[src/rtl/uart_pkg.sv]
// Shared UART definitions: frame width, default line timing and FSM encoding.
// Used by both the transmitter and the receiver.
package uart_pkg;

   localparam int DATA_BITS    = 8;
   localparam int CLK_FREQ_DEF = 27_000_000;
   localparam int BAUD_DEF     = 115_200;
   localparam int DIV_DEF      = CLK_FREQ_DEF / BAUD_DEF;

   typedef enum logic [1:0] {
      IDLE  = 2'd0,
      START = 2'd1,
      DATA  = 2'd2,
      STOP  = 2'd3
   } uart_state_e;

   // Integer-truncated clocks per bit.
   function automatic int bit_div(input int clk_freq, input int baud);
      return clk_freq / baud;
   endfunction

   // Width of a counter that must reach div-1; never narrower than 1 bit.
   function automatic int cnt_width(input int div);
      return (div > 1) ? $clog2(div) : 1;
   endfunction

endpackage

[src/rtl/uart_tx_fifo.sv]
// Synchronous byte FIFO buffering bytes ahead of the serialiser.
// Pointers wrap modulo DEPTH; a push while full is dropped even if a pop occurs.
module uart_tx_fifo
   import uart_pkg::*;
#(
   parameter int DEPTH = 4,
   parameter int WIDTH = DATA_BITS
) (
   input  logic                   clk,
   input  logic                   rst,
   input  logic                   push,
   input  logic [WIDTH-1:0]       wdata,
   input  logic                   pop,
   output logic [WIDTH-1:0]       rdata,
   output logic                   full,
   output logic                   empty,
   output logic [$clog2(DEPTH):0] count
);

   localparam int AW = $clog2(DEPTH);
   localparam int CW = AW + 1;

   logic [WIDTH-1:0] mem [DEPTH];
   logic [AW-1:0]    wptr;
   logic [AW-1:0]    rptr;
   logic             push_ok;
   logic             pop_ok;

   assign full    = (count == CW'(DEPTH));
   assign empty   = (count == '0);
   assign push_ok = push & ~full;
   assign pop_ok  = pop & ~empty;
   assign rdata   = mem[rptr];

   always_ff @(posedge clk) begin
      if (rst) begin
         wptr  <= '0;
         rptr  <= '0;
         count <= '0;
      end else begin
         if (push_ok) wptr <= wptr + 1'b1;
         if (pop_ok)  rptr <= rptr + 1'b1;
         case ({push_ok, pop_ok})
            2'b10:   count <= count + 1'b1;
            2'b01:   count <= count - 1'b1;
            default: count <= count;
         endcase
      end
   end

   // Storage needs no reset: the pointers define what is valid.
   always_ff @(posedge clk) begin
      if (push_ok && !rst) mem[wptr] <= wdata;
   end

endmodule

[src/rtl/uart_transmitter.sv]
// 8N1 UART transmitter with a small input FIFO.
// Line and busy outputs are registered from the FSM state, one edge behind it.
module uart_transmitter
   import uart_pkg::*;
#(
   parameter int CLK_FREQ   = CLK_FREQ_DEF,
   parameter int BAUD       = BAUD_DEF,
   parameter int FIFO_DEPTH = 4
) (
   input  logic                        clk,
   input  logic                        rst,
   input  logic [DATA_BITS-1:0]        tx_data,
   input  logic                        tx_valid,
   output logic                        tx_ready,
   output logic                        TxBit,
   output logic                        tx_busy,
   output logic [$clog2(FIFO_DEPTH):0] fifo_count
);

   localparam int DIV = bit_div(CLK_FREQ, BAUD);
   localparam int CW  = cnt_width(DIV);
   localparam int BW  = $clog2(DATA_BITS);

   localparam logic [CW-1:0] CNT_MAX = CW'(DIV - 1);
   localparam logic [BW-1:0] BIT_MAX = BW'(DATA_BITS - 1);

   uart_state_e          state_q;
   uart_state_e          state_d;
   logic [CW-1:0]        cnt_q;
   logic [CW-1:0]        cnt_d;
   logic [BW-1:0]        bit_q;
   logic [BW-1:0]        bit_d;
   logic [DATA_BITS-1:0] shift_q;
   logic [DATA_BITS-1:0] shift_d;
   logic                 txbit_d;
   logic                 busy_d;

   logic                 tick;
   logic                 pop;
   logic                 full;
   logic                 empty;
   logic [DATA_BITS-1:0] head;

   uart_tx_fifo #(
      .DEPTH (FIFO_DEPTH),
      .WIDTH (DATA_BITS)
   ) u_fifo (
      .clk   (clk),
      .rst   (rst),
      .push  (tx_valid & tx_ready),
      .wdata (tx_data),
      .pop   (pop),
      .rdata (head),
      .full  (full),
      .empty (empty),
      .count (fifo_count)
   );

   assign tx_ready = ~full;
   assign tick     = (cnt_q == CNT_MAX);

   always_ff @(posedge clk) begin
      if (rst) begin
         state_q <= IDLE;
         cnt_q   <= '0;
         bit_q   <= '0;
         shift_q <= '0;
         TxBit   <= 1'b1;
         tx_busy <= 1'b0;
      end else begin
         state_q <= state_d;
         cnt_q   <= cnt_d;
         bit_q   <= bit_d;
         shift_q <= shift_d;
         TxBit   <= txbit_d;
         tx_busy <= busy_d;
      end
   end

   always_comb begin
      state_d = state_q;
      cnt_d   = cnt_q + 1'b1;
      bit_d   = bit_q;
      shift_d = shift_q;
      pop     = 1'b0;
      case (state_q)
         IDLE: begin
            cnt_d = '0;
            if (!empty) begin
               pop     = 1'b1;
               shift_d = head;
               state_d = START;
            end
         end
         START: begin
            if (tick) begin
               cnt_d   = '0;
               bit_d   = '0;
               state_d = DATA;
            end
         end
         DATA: begin
            if (tick) begin
               cnt_d   = '0;
               shift_d = shift_q >> 1;
               if (bit_q == BIT_MAX) state_d = STOP;
               else                  bit_d   = bit_q + 1'b1;
            end
         end
         STOP: begin
            if (tick) begin
               cnt_d = '0;
               // Chain straight into the next start bit when data waits.
               if (!empty) begin
                  pop     = 1'b1;
                  shift_d = head;
                  state_d = START;
               end else begin
                  state_d = IDLE;
               end
            end
         end
         default: begin
            cnt_d   = '0;
            state_d = IDLE;
         end
      endcase
   end

   always_comb begin
      txbit_d = 1'b1;
      busy_d  = 1'b0;
      case (state_q)
         START: begin
            txbit_d = 1'b0;
            busy_d  = 1'b1;
         end
         DATA: begin
            txbit_d = shift_q[0];
            busy_d  = 1'b1;
         end
         STOP: begin
            txbit_d = 1'b1;
            busy_d  = 1'b1;
         end
         default: begin
            txbit_d = 1'b1;
            busy_d  = 1'b0;
         end
      endcase
   end

endmodule
[config.mk]
export PLATFORM = sky130hd
export DESIGN_NAME = uart_transmitter
export DESIGN_NICKNAME = d
export VERILOG_FILES = /design/src/rtl/uart_pkg.sv /design/src/rtl/uart_tx_fifo.sv /design/src/rtl/uart_transmitter.sv
export SDC_FILE = /design/constraint.sdc
export NUM_CORES = 1
export LEC_CHECK = 0
export CAP_MARGIN = 20
export CORE_MARGIN = 3
export CORE_UTILIZATION = 45
export DETAILED_ROUTE_END_ITERATION = 10
export SLEW_MARGIN = 20
export SYNTH_ARGS = -nofsm -noshare
export SYNTH_HDL_FRONTEND = slang
export SYNTH_SLANG_ARGS = --single-unit
[constraint.sdc]
create_clock -name clk -period 6.2 [get_ports clk]
set_input_delay 1.24 -clock clk [delete_from_list [all_inputs] [get_ports clk]]
set_output_delay 1.24 -clock clk [all_outputs]
set_load 0.02 [all_outputs]
# == Yosys cells after proc, flatten, opt, wreduce, memory -nomap -nowiden ==
# Memories as Yosys holds them, arrays and structs flattened. A register that Yosys moved wholly into a read port is not among the register bits.
# Index checks and enable logic that the tools add are counted.
# classes
n_reduce_logical,11
muxes,27
eq_ne,14
bitwise_logic,5
add_sub_neg,6
# op_table
cell,n
$mux W8,4
$pmux W8 S3,1
$pmux W8 S2,1
$mux W2,7
$ne A2 B2 Y1 const B,6
$pmux W3 S2,2
$mux W3,3
$add A8 B1 Y8 const B,1
$eq A8 B8 Y1 const B,1
$pmux W2 S4,1
$add A3 B1 Y3 const B,2
$eq A2 B2 Y1 const B,3
$eq A3 B3 Y1 const B,2
$mux W1,6
$reduce_and A5 Y1,1
$add A2 B1 Y2 const B,2
$eq A2 B1 Y1 const B,2
$pmux W1 S2,2
$reduce_and A4 Y1,1
$reduce_bool A2 Y1,2
$and A1 B1 Y1,3
$logic_not A3 Y1,1
$reduce_and A3 Y1,1
$reduce_bool A3 Y1,1
other kinds (6),7
# word_totals
memories,1
elab_cells,73
output_inout_bits,6
mem_bits_rw,32
reg_bits,30
inputBits,11
# mem_list
memory,depth,width,rd,rd_ports_with_merged_regs,write_ports,line_no,text
u_fifo.mem,4,8,1,1,1,uart_tx_fifo.sv:23,logic [WIDTH-1:0] mem [DEPTH];

# == Depth between registers and ports, before layout ==
# Gate-level depths: netlist (run 1).
# depth
depth_word,7
ltp_mapped,11
ltp_nobuf,10

# == By module ==
# A second synthesis (run 1) with hierarchy kept.
# hier_totals
hier_cells,221
area_unflattened_um2,2869.0
# modules_own_cells
mod,instances,seq_area_each_um2,cells_per_inst,area_each_um2
uart_tx_fifo,1,1141.1,96,1640.3
uart_transmitter,1,460.4,125,1228.7

# == Worst setup path after synthesis (run 1) ==
# No wires, ideal clock.
# synth_timing
path_kind,in2reg
from,input port tx_valid
to,register u_fifo.count[2]
arrival_time_ns,2.476
required_ns,6.129
n_path_buf,0
stages,6
setup_time_ns,0.071
setup_slack_ns,3.653
path_cell_list,nand2_1 -> ha_1 -> fa_1 -> xnor2_1 -> or3_1 -> a21oi_1
# synth_between
elab_chain_len,4
word_cells_on_any_way,6
classes_between,eq/ne: 2; mux: 1; bitwise: 2; reduce/logical: 1
# synth_rtl
element,line_no,text
"start, declared",uart_transmitter.sv:13,"input logic tx_valid,"
$and A1 B1 Y1 *,uart_transmitter.sv:50,".push (tx_valid & tx_ready),"
$and A1 B1 Y1 *,uart_tx_fifo.sv:31,assign push_ok = push & ~full;
$eq A2 B1 Y1 or $eq A2 B2 Y1 (tied branches),uart_tx_fifo.sv:43,"case ({push_ok, pop_ok})"
$pmux W3 S2 or $reduce_bool A2 Y1 (tied branches),n/a,
"end signal, assigned",uart_tx_fifo.sv:44,2'b10: count <= count + 1'b1;
"end signal, assigned",uart_tx_fifo.sv:45,2'b01: count <= count - 1'b1;
"end signal, assigned",uart_tx_fifo.sv:46,default: count <= count;
"end, declared",uart_tx_fifo.sv:17,output logic [$clog2(DEPTH):0] count
# Mark *: on every way between the ends. The rest lies on a longest branch, timed or not.
# A chain may end at the register's enable or synchronous reset.

# == Worst setup path in the final report (run 1) ==
# layout_timing
from,register u_fifo.count[2]
to,output port tx_ready
# layout_between
elab_chain_len,2
# layout_rtl
element,line_no,text
$eq A3 B3 Y1,uart_tx_fifo.sv:29,assign full = (count == CW'(DEPTH));
$not A1 Y1,uart_transmitter.sv:59,assign tx_ready = ~full;
"end, declared",uart_transmitter.sv:14,"output logic tx_ready,"
# Every way passes these cells.

==> metrics.md, run 1 <==
| Metric | Value |
|---|---|
| Net Switching | `528.0 µW` |
| Int Power | `~950 µW` |
| Antenna violations before repair | `0` |
| Synthesized instance count | `between 200 and 300` |
| Worst rel slew slack | `between 40% and 50%` |
| Gr usage total | `15.95%` |
| Worst r2r dst | `u_fifo.count[2]` |
| Fin crit share | `48.87%` |
| CP endpoint | `tx_ready` |
| Min cycle time layout | `~3000 ps` |
| Avg Cell Area, Syn | `~12 µm²` |
| Crit end category | `primary output` |
| Vias in the first global route | `about 1800` |
| R2r setup slk | `about 3700 ps` |
| Final wirelength | `about 5400 µm` |
| Core Util, Final | `roughly 53%` |
| Post-CTS setup buffers | `0` |
| DRC violations left | `0` |
| CTS buffer count | `9` |
| Row count | `29` |
| Status | `finished clean` |
| Sw Ratio | `between 30% and 40%` |
| Mapped cell area | `around 3000 µm²` |
| Die footprint | `7701 µm²` |
| Setup TNS Final | `0 ps` |
| Global-route wire length before repair | `approximately 9100 µm` |
| Nets@finish | `approximately 300` |
| N_diodes | `0` |
| FF-to-FF path depth | `10` |
| Setup WS pre-CTS | `about 3100 ps` |
| Vias | `slightly below 2000` |
| Worst path cell trace | `or3b_2, clkdlybuf4s50_1` |
| Final Hold Viols | `0` |
| Post-synth ARST share | `0%` |
| Slowest stage delay, CP | `550 ps` |
| Clk buf depth | `2` |
| Clk pwr share | `~23%` |
| Iter 0 DRT Violations | `between 90 and 100` |
| Final Skew | `around 7 ps` |
| Post-synth EDFFs | `32` |
| Hpwl dp | `3756 µm` |
| Share of layout cells above drive strength 1 | `just under 9%` |
| Final max-slew violation count | `0` |
| Crit Path Max Fanout | `6` |
| Worst-path clk slew | `around 70 ps` |
| Critical path launch point type | `flip-flop` |
| Sequential power share | `between 30% and 40%` |
| Avg Vias per Cell | `5.503` |
| Core area | `6422 µm²` |
| Yosys warns | `0` |
| Grt ovf | `0` |
| Power Dens Cells | `around 440 nW/µm²` |
| HP Class | `reg2reg` |
| FF-to-FF Start | `cnt_q[1]` |
| Comb pwr share | `between 30% and 40%` |
| Number of synthesized register bits | `64` |
| Drt pass-1 iters | `4` |
| Max-cap violations | `0` |
| Clk_lat worst skew | `approximately 340 ps` |
| RSZ-0062 raised after global routing | `false` |
| Wire length per cell | `about 15 µm` |
| Post-synth top flop | `edfxtp_1` |
| Routability Congestion | `about 0.68` |
| CP Buf/Inv Count | `1` |
| CP Data Required Time | `around 5000 ps` |
| Top Ports | `17` |
| Synth unique cells | `44` |
| Die W | `~88 µm` |
| Worst VDD drop | `186.1 µV` |
| Least-Margin Pin Slew | `831.4 ps` |
| Root Buffer Master | `clkbuf_8` |
| Post-cts repair resize count | `0` |
| CP max-delay cell | `clkdlybuf4s50_1` |
| Largest net degree at the start of global routing | `28` |
| Initial Utilization | `46.83%` |
| Worst setup path start | `u_fifo.count[2]` |
| IO buf count | `16` |
| Critical path depth in cells | `2` |
| Worst path top cell family by delay | `buffers and inverters` |
| Mapped Nets | `about 280` |
| TritonCTS clock tree | `built` |
| Crit path DAT | `roughly 1800 ps` |
| Sink Count | `64` |
| WS Path Type | `reg2out` |
| Static Leak | `1.197 nW` |
| Finish-stage setup viols | `0` |
| Min setup slack post-route | `~3200 ps` |
| Hold Buf Count CTS | `0` |
| Final ANT Viol Nets | `0` |
| Register area share after synthesis | `53.24%` |
| Die Ht | `87.76 µm` |
| H-tree depth | `3` |
| Max Fclk | `approximately 330 MHz` |
| Synth-to-Final Area Change | `12.98%` |
-- cell usage after synthesis (5+ instances only) --
cell / n / area [µm²]
nand3_1: 5 / 25.02
edfxtp_1: 32 / 960.9
o31ai_1: 8 / 60.06
a21oi_1: 7 / 35.03
inv_1: 6 / 22.52
nand2b_1: 22 / 137.6
dfxtp_1: 32 / 640.6
nor2_1: 24 / 90.09
ha_1: 15 / 187.7
xnor2_1: 5 / 43.79
mux2i_1: 16 / 160.2
a22oi_1: 7 / 52.55
and2_1: 5 / 31.28
a2111oi_0: 7 / 61.31
a211oi_1: 9 / 67.56
-- worst min path at each step --
stage,startpoint,endpoint,slack [ps],cells after the start
after detailed placement,cnt_q[0],cnt_q[0],460,1
final,shift_q[7],shift_q[7],480,2
after global routing,bit_q[1],bit_q[1],490,2
after floorplan,cnt_q[0],cnt_q[0],430,1
after global placement,cnt_q[0],cnt_q[0],450,1
after CTS,shift_q[7],shift_q[7],470,2
-- layer usage --
metal	vias to the layer above	track usage [%]	wire length (µm)
met2	42	25.34	2688
li1	973	-	-
met4	0	6.695	87
met3	9	4.798	240
met1	924	20.28	2334
met5	-	0	0
-- worst min-delay path, cell delays in order (launching register included) --
cell	delay [ps]
dfxtp_1	300
o21ai_0	60
a21oi_1	60
-- power groups by stage --
stage / registers (mW) / clock network (mW) / logic, mW
after floorplan: 0.575 / 0 / 0.449
after global placement: 0.579 / 0 / 0.572
after detailed placement: 0.581 / 0 / 0.576
after CTS: 0.572 / 0.349 / 0.580
after global routing: 0.583 / 0.370 / 0.651
final: 0.572 / 0.339 / 0.573
-- placed cells by master (no fill, tap or decap), types with 7 or more instances in the layout --
cell             Yosys  layout
dfxtp_1             32      32
edfxtp_1            32      32
nor2_1              24      24
nand2b_1            22      22
mux2i_1             16      16
clkdlybuf4s50_1      0      16
ha_1                15      15
a211oi_1             9       9
clkbuf_8             0       9
o31ai_1              8       8
a21oi_1              7       7
a22oi_1              7       7
a2111oi_0            7       7
-- area by class of cell --
cell class | count | area [µm²]
fillers | 580 | 3024
flip-flops and latches | 64 | 1602
multi-input cells | 173 | 1315
repair buffers | 18 | 175.2
clock buffers | 10 | 127.6
well taps | 77 | 96.34
clock inverters | 6 | 60.06
inverters | 6 | 22.52
-- metrics by stage --
stage	cells	area [µm²]	hold WS (ps)	power (mW)
final	354	3398	477.3	1.483
after global routing	354	3398	490.7	1.604
after CTS	354	3398	470.4	1.501
after detailed placement	338	3211	460.8	1.157
after global placement	338	3211	453.0	1.151
after floorplan	254	3008	429.4	1.024
-- registers in the layout, indices dropped and copies added (netlist names), named ones only --
name	count
tx_busy	1
u_fifo.mem	32
u_fifo.count	3
cnt_q	8
state_q	2
u_fifo.wptr	2
bit_q	3
shift_q	8
u_fifo.rptr	2
TxBit	1
-- cell families (layout without fill, tap and decap cells) --
kind of cell               Yosys count  in the layout  synth area share [%]
xor gates and xnor gates             9              9                 2.620
muxes                               18             18                 6.447
and+or+nand+nor                     82             82                 16.01
adders and majority gates           16             16                 6.905
buffers and inverters               17             40                 3.036
AOI/OAI and AO/OA                   48             48                 11.73
DFF                                 64             64                 53.24
Note: power is estimated with default switching activity, not from simulation.
==> run 2: changes to the inputs <==
--- a/config.mk
+++ b/config.mk
@@ -9,6 +9,7 @@
 export CORE_MARGIN = 3
 export CORE_UTILIZATION = 45
 export DETAILED_ROUTE_END_ITERATION = 10
+export PLACE_DENSITY = 0.65
 export SLEW_MARGIN = 20
 export SYNTH_ARGS = -nofsm -noshare
 export SYNTH_HDL_FRONTEND = slang
==> constraint.sdc (replaced) <==
create_clock -name clk -period 2.7 [get_ports clk]
set_input_delay 0.54 -clock clk [delete_from_list [all_inputs] [get_ports clk]]
set_output_delay 0.54 -clock clk [all_outputs]
set_load 0.02 [all_outputs]
==> metrics.md, run 2 (same netlist as run 1, synthesis figures left out) <==
| Metric | Value |
|---|---|
| Post-CTS setup buffers | `0 (unchanged)` |
| HP Class | `reg2reg (unchanged)` |
| Min cycle time layout | `about 2500 ps` |
| Comb pwr share | `39.5% (was 38.6%)` |
| Vias | `1921 (was 1948)` |
| Row count | `29 (unchanged)` |
| Sink Count | `64 (unchanged)` |
| Initial Utilization | `46.83% (unchanged)` |
| CP max-delay cell | `dfxtp_1 (was clkdlybuf4s50_1)` |
| Die Ht | `87.76 µm (unchanged)` |
| Worst path cell trace | `inv_1, ha_1, nand3b_1, o31ai_1, ha_1, fa_1, xnor2_1, or3_1, a21oi_1 (was or3b_2, clkdlybuf4s50_1)` |
| Post-cts repair resize count | `0 (unchanged)` |
| Grt ovf | `0 (unchanged)` |
| Most flops, register | `u_fifo.mem (unchanged)` |
| Setup TNS Final | `0 ps (unchanged)` |
| Worst-path clk slew | `70 ps (about the same)` |
| IO buf count | `16 (unchanged)` |
| Vias in the first global route | `1833 (was 1830)` |
| Clk buf depth | `2 (unchanged)` |
| Hold slack | `471.3 ps (was 477.3 ps)` |
| Number of flip-flops under the largest register name | `32 (unchanged)` |
| Final ANT Viol Nets | `0 (unchanged)` |
| Drt pass-1 iters | `4 (unchanged)` |
| Max-cap violations | `0 (unchanged)` |
| Worst VDD drop | `515.5 µV (was 186.1 µV)` |
| Die footprint | `7701 µm² (unchanged)` |
| Slowest stage delay, CP | `430 ps (was 550 ps)` |
| Nets@finish | `303 (was 299)` |
| Post-placement cell area | `3241 µm² (was 3211 µm²)` |
| Iter 0 DRT Violations | `108 (was 94)` |
| Most frequent CP cell | `ha_1` |
| Wire length per cell | `14.70 µm (was 15.11 µm)` |
| Gr usage total | `15.47% (was 15.95%)` |
| DRC violations left | `0 (unchanged)` |
| Fin crit share | `91.35%` |
| H-tree depth | `3 (unchanged)` |
| Worst rel slew slack | `62.74% (was 44.49%)` |
| Share of layout cells above drive strength 1 | `9.964% (was 8.664%)` |
| Core area | `6422 µm² (unchanged)` |
| Largest net degree at the start of global routing | `26 (was 28)` |
| Int Power | `2.239 mW (was 954.9 µW)` |
| Avg Vias per Cell | `5.366 (was 5.503)` |
| Global-route wire length before repair | `9045 µm (was 9094 µm)` |
| Critical path launch point type | `flip-flop (unchanged)` |
| Final max-slew violation count | `0 (unchanged)` |
| Root Buffer Master | `clkbuf_8 (unchanged)` |
| Final Skew | `7.795 ps (was 6.976 ps)` |
| Hpwl dp | `3585 µm (was 3756 µm)` |
| Pwr Total | `3.499 mW (was 1.483 mW)` |
| RSZ-0062 raised after global routing | `false (unchanged)` |
| Clk pwr share | `23.7% (was 22.8%)` |
| Static Leak | `1.223 nW (was 1.197 nW)` |
| Finish-stage setup viols | `0 (unchanged)` |
| Largest regs | `u_fifo.mem (32), cnt_q (8), shift_q (8) (unchanged)` |
| Antenna violations before repair | `0 (unchanged)` |
| Synth-to-Final Area Change | `14.39% (was 12.98%)` |
| Commonest cells after routing, fill and taps aside | `dfxtp_1, edfxtp_1, nor2_1, nand2b_1 (unchanged)` |
| Sw Ratio | `36.01% (was 35.61%)` |
| TritonCTS clock tree | `built (unchanged)` |
| Routability Congestion | `0.7379 (was 0.6848)` |
| Clk_lat worst skew | `340 ps (about the same)` |
| Sequential power share | `36.8% (was 38.5%)` |
| WS Path Type | `reg2reg (was reg2out)` |
| Hold Buf Count CTS | `0 (unchanged)` |
| Crit path DAT | `2740 ps (was 1790 ps)` |
| Max Fclk | `roughly 410 MHz` |
| CP Data Required Time | `2980 ps (was 4960 ps)` |
| Final wirelength | `5261 µm (was 5350 µm)` |
| Final Hold Viols | `0 (unchanged)` |
| Die W | `87.76 µm (unchanged)` |
| Top Ports | `17 (unchanged)` |
| Crit end category | `flip-flop (was primary output)` |
| N_diodes | `0 (unchanged)` |
| CTS buffer count | `9 (unchanged)` |
| Crit Path Max Fanout | `6 (unchanged)` |
| Least-Margin Pin Slew | `555.6 ps (was 831.4 ps)` |
| Net Switching | `1.260 mW (was 528.0 µW)` |
| Post-route cell area | `3441 µm² (was 3398 µm²)` |
| Status | `finished clean (unchanged)` |
| Power Dens Cells | `1017 nW/µm² (was 436.4 nW/µm²)` |
-- run 2: cell types whose count changed in the layout (fill, tap and decap cells not counted), sizes merged --
cell,before,now
clkinvlp,2,1
clkbuf,10,9
buf,2,6
inv,6,10
clkinv,3,1
-- run 2: path summary, 6_finish.rpt --
path / startpoint / cells past startpoint / endpoint / slack (ps)
max: state_q[1] / 9 / u_fifo.count[2] / 230
min: cnt_q[0] / 1 / cnt_q[0] / 470
max reg2reg: state_q[1] / 9 / u_fifo.count[2] / 230
min reg2reg: cnt_q[0] / 1 / cnt_q[0] / 470
-- run 2: per-stage QoR --
stage	worst slack, ps	std cells	utilization (%)
6_report	233.6	358	53.57
3_5_place_dp	289.5	342	50.46
4_1_cts	246.3	358	53.57
5_1_grt	108.3	358	53.57
2_1_floorplan	295.1	254	-
3_3_place_gp	327.2	342	50.46
-- run 2: cell type report --
cell class	instances	area, µm²
timing repair buffer	22	205.2
inverter	6	22.52
clock buffer	9	123.9
sequential	64	1602
clock inverter	7	76.32
tap	77	96.34
fill	569	2982
multi-input combinational	173	1315
-- run 2: routing by layer --
layer,up-vias,track usage (%),share of wire [%]
li1,980,-,-
met1,900,20.13,48
met2,32,24.18,47
met3,9,5.927,4.0
met4,0,4.324,1.3
met5,-,0,0
-- run 2: worst max-delay path, delay by kind of cell (launching register included) --
kind | cells | cell delay, ps
adder cells (fa/ha/maj) | 3 | 1000
AND/OR/NAND/NOR | 2 | 460
flip-flops | 1 | 430
AO/OA/AOI/OAI | 2 | 220
XOR/XNOR | 1 | 150
buffers and inverters | 1 | 130
-- run 2: power groups by stage --
| stage | logic (mW) | registers [mW] | clock network, mW |
|---|---|---|---|
| floorplan | 1.03 | 1.32 | 0 |
| global placement | 1.37 | 1.30 | 0 |
| detailed placement | 1.38 | 1.31 | 0 |
| CTS | 1.39 | 1.29 | 0.855 |
| global route | 1.56 | 1.31 | 0.905 |
| finish | 1.38 | 1.29 | 0.830 |
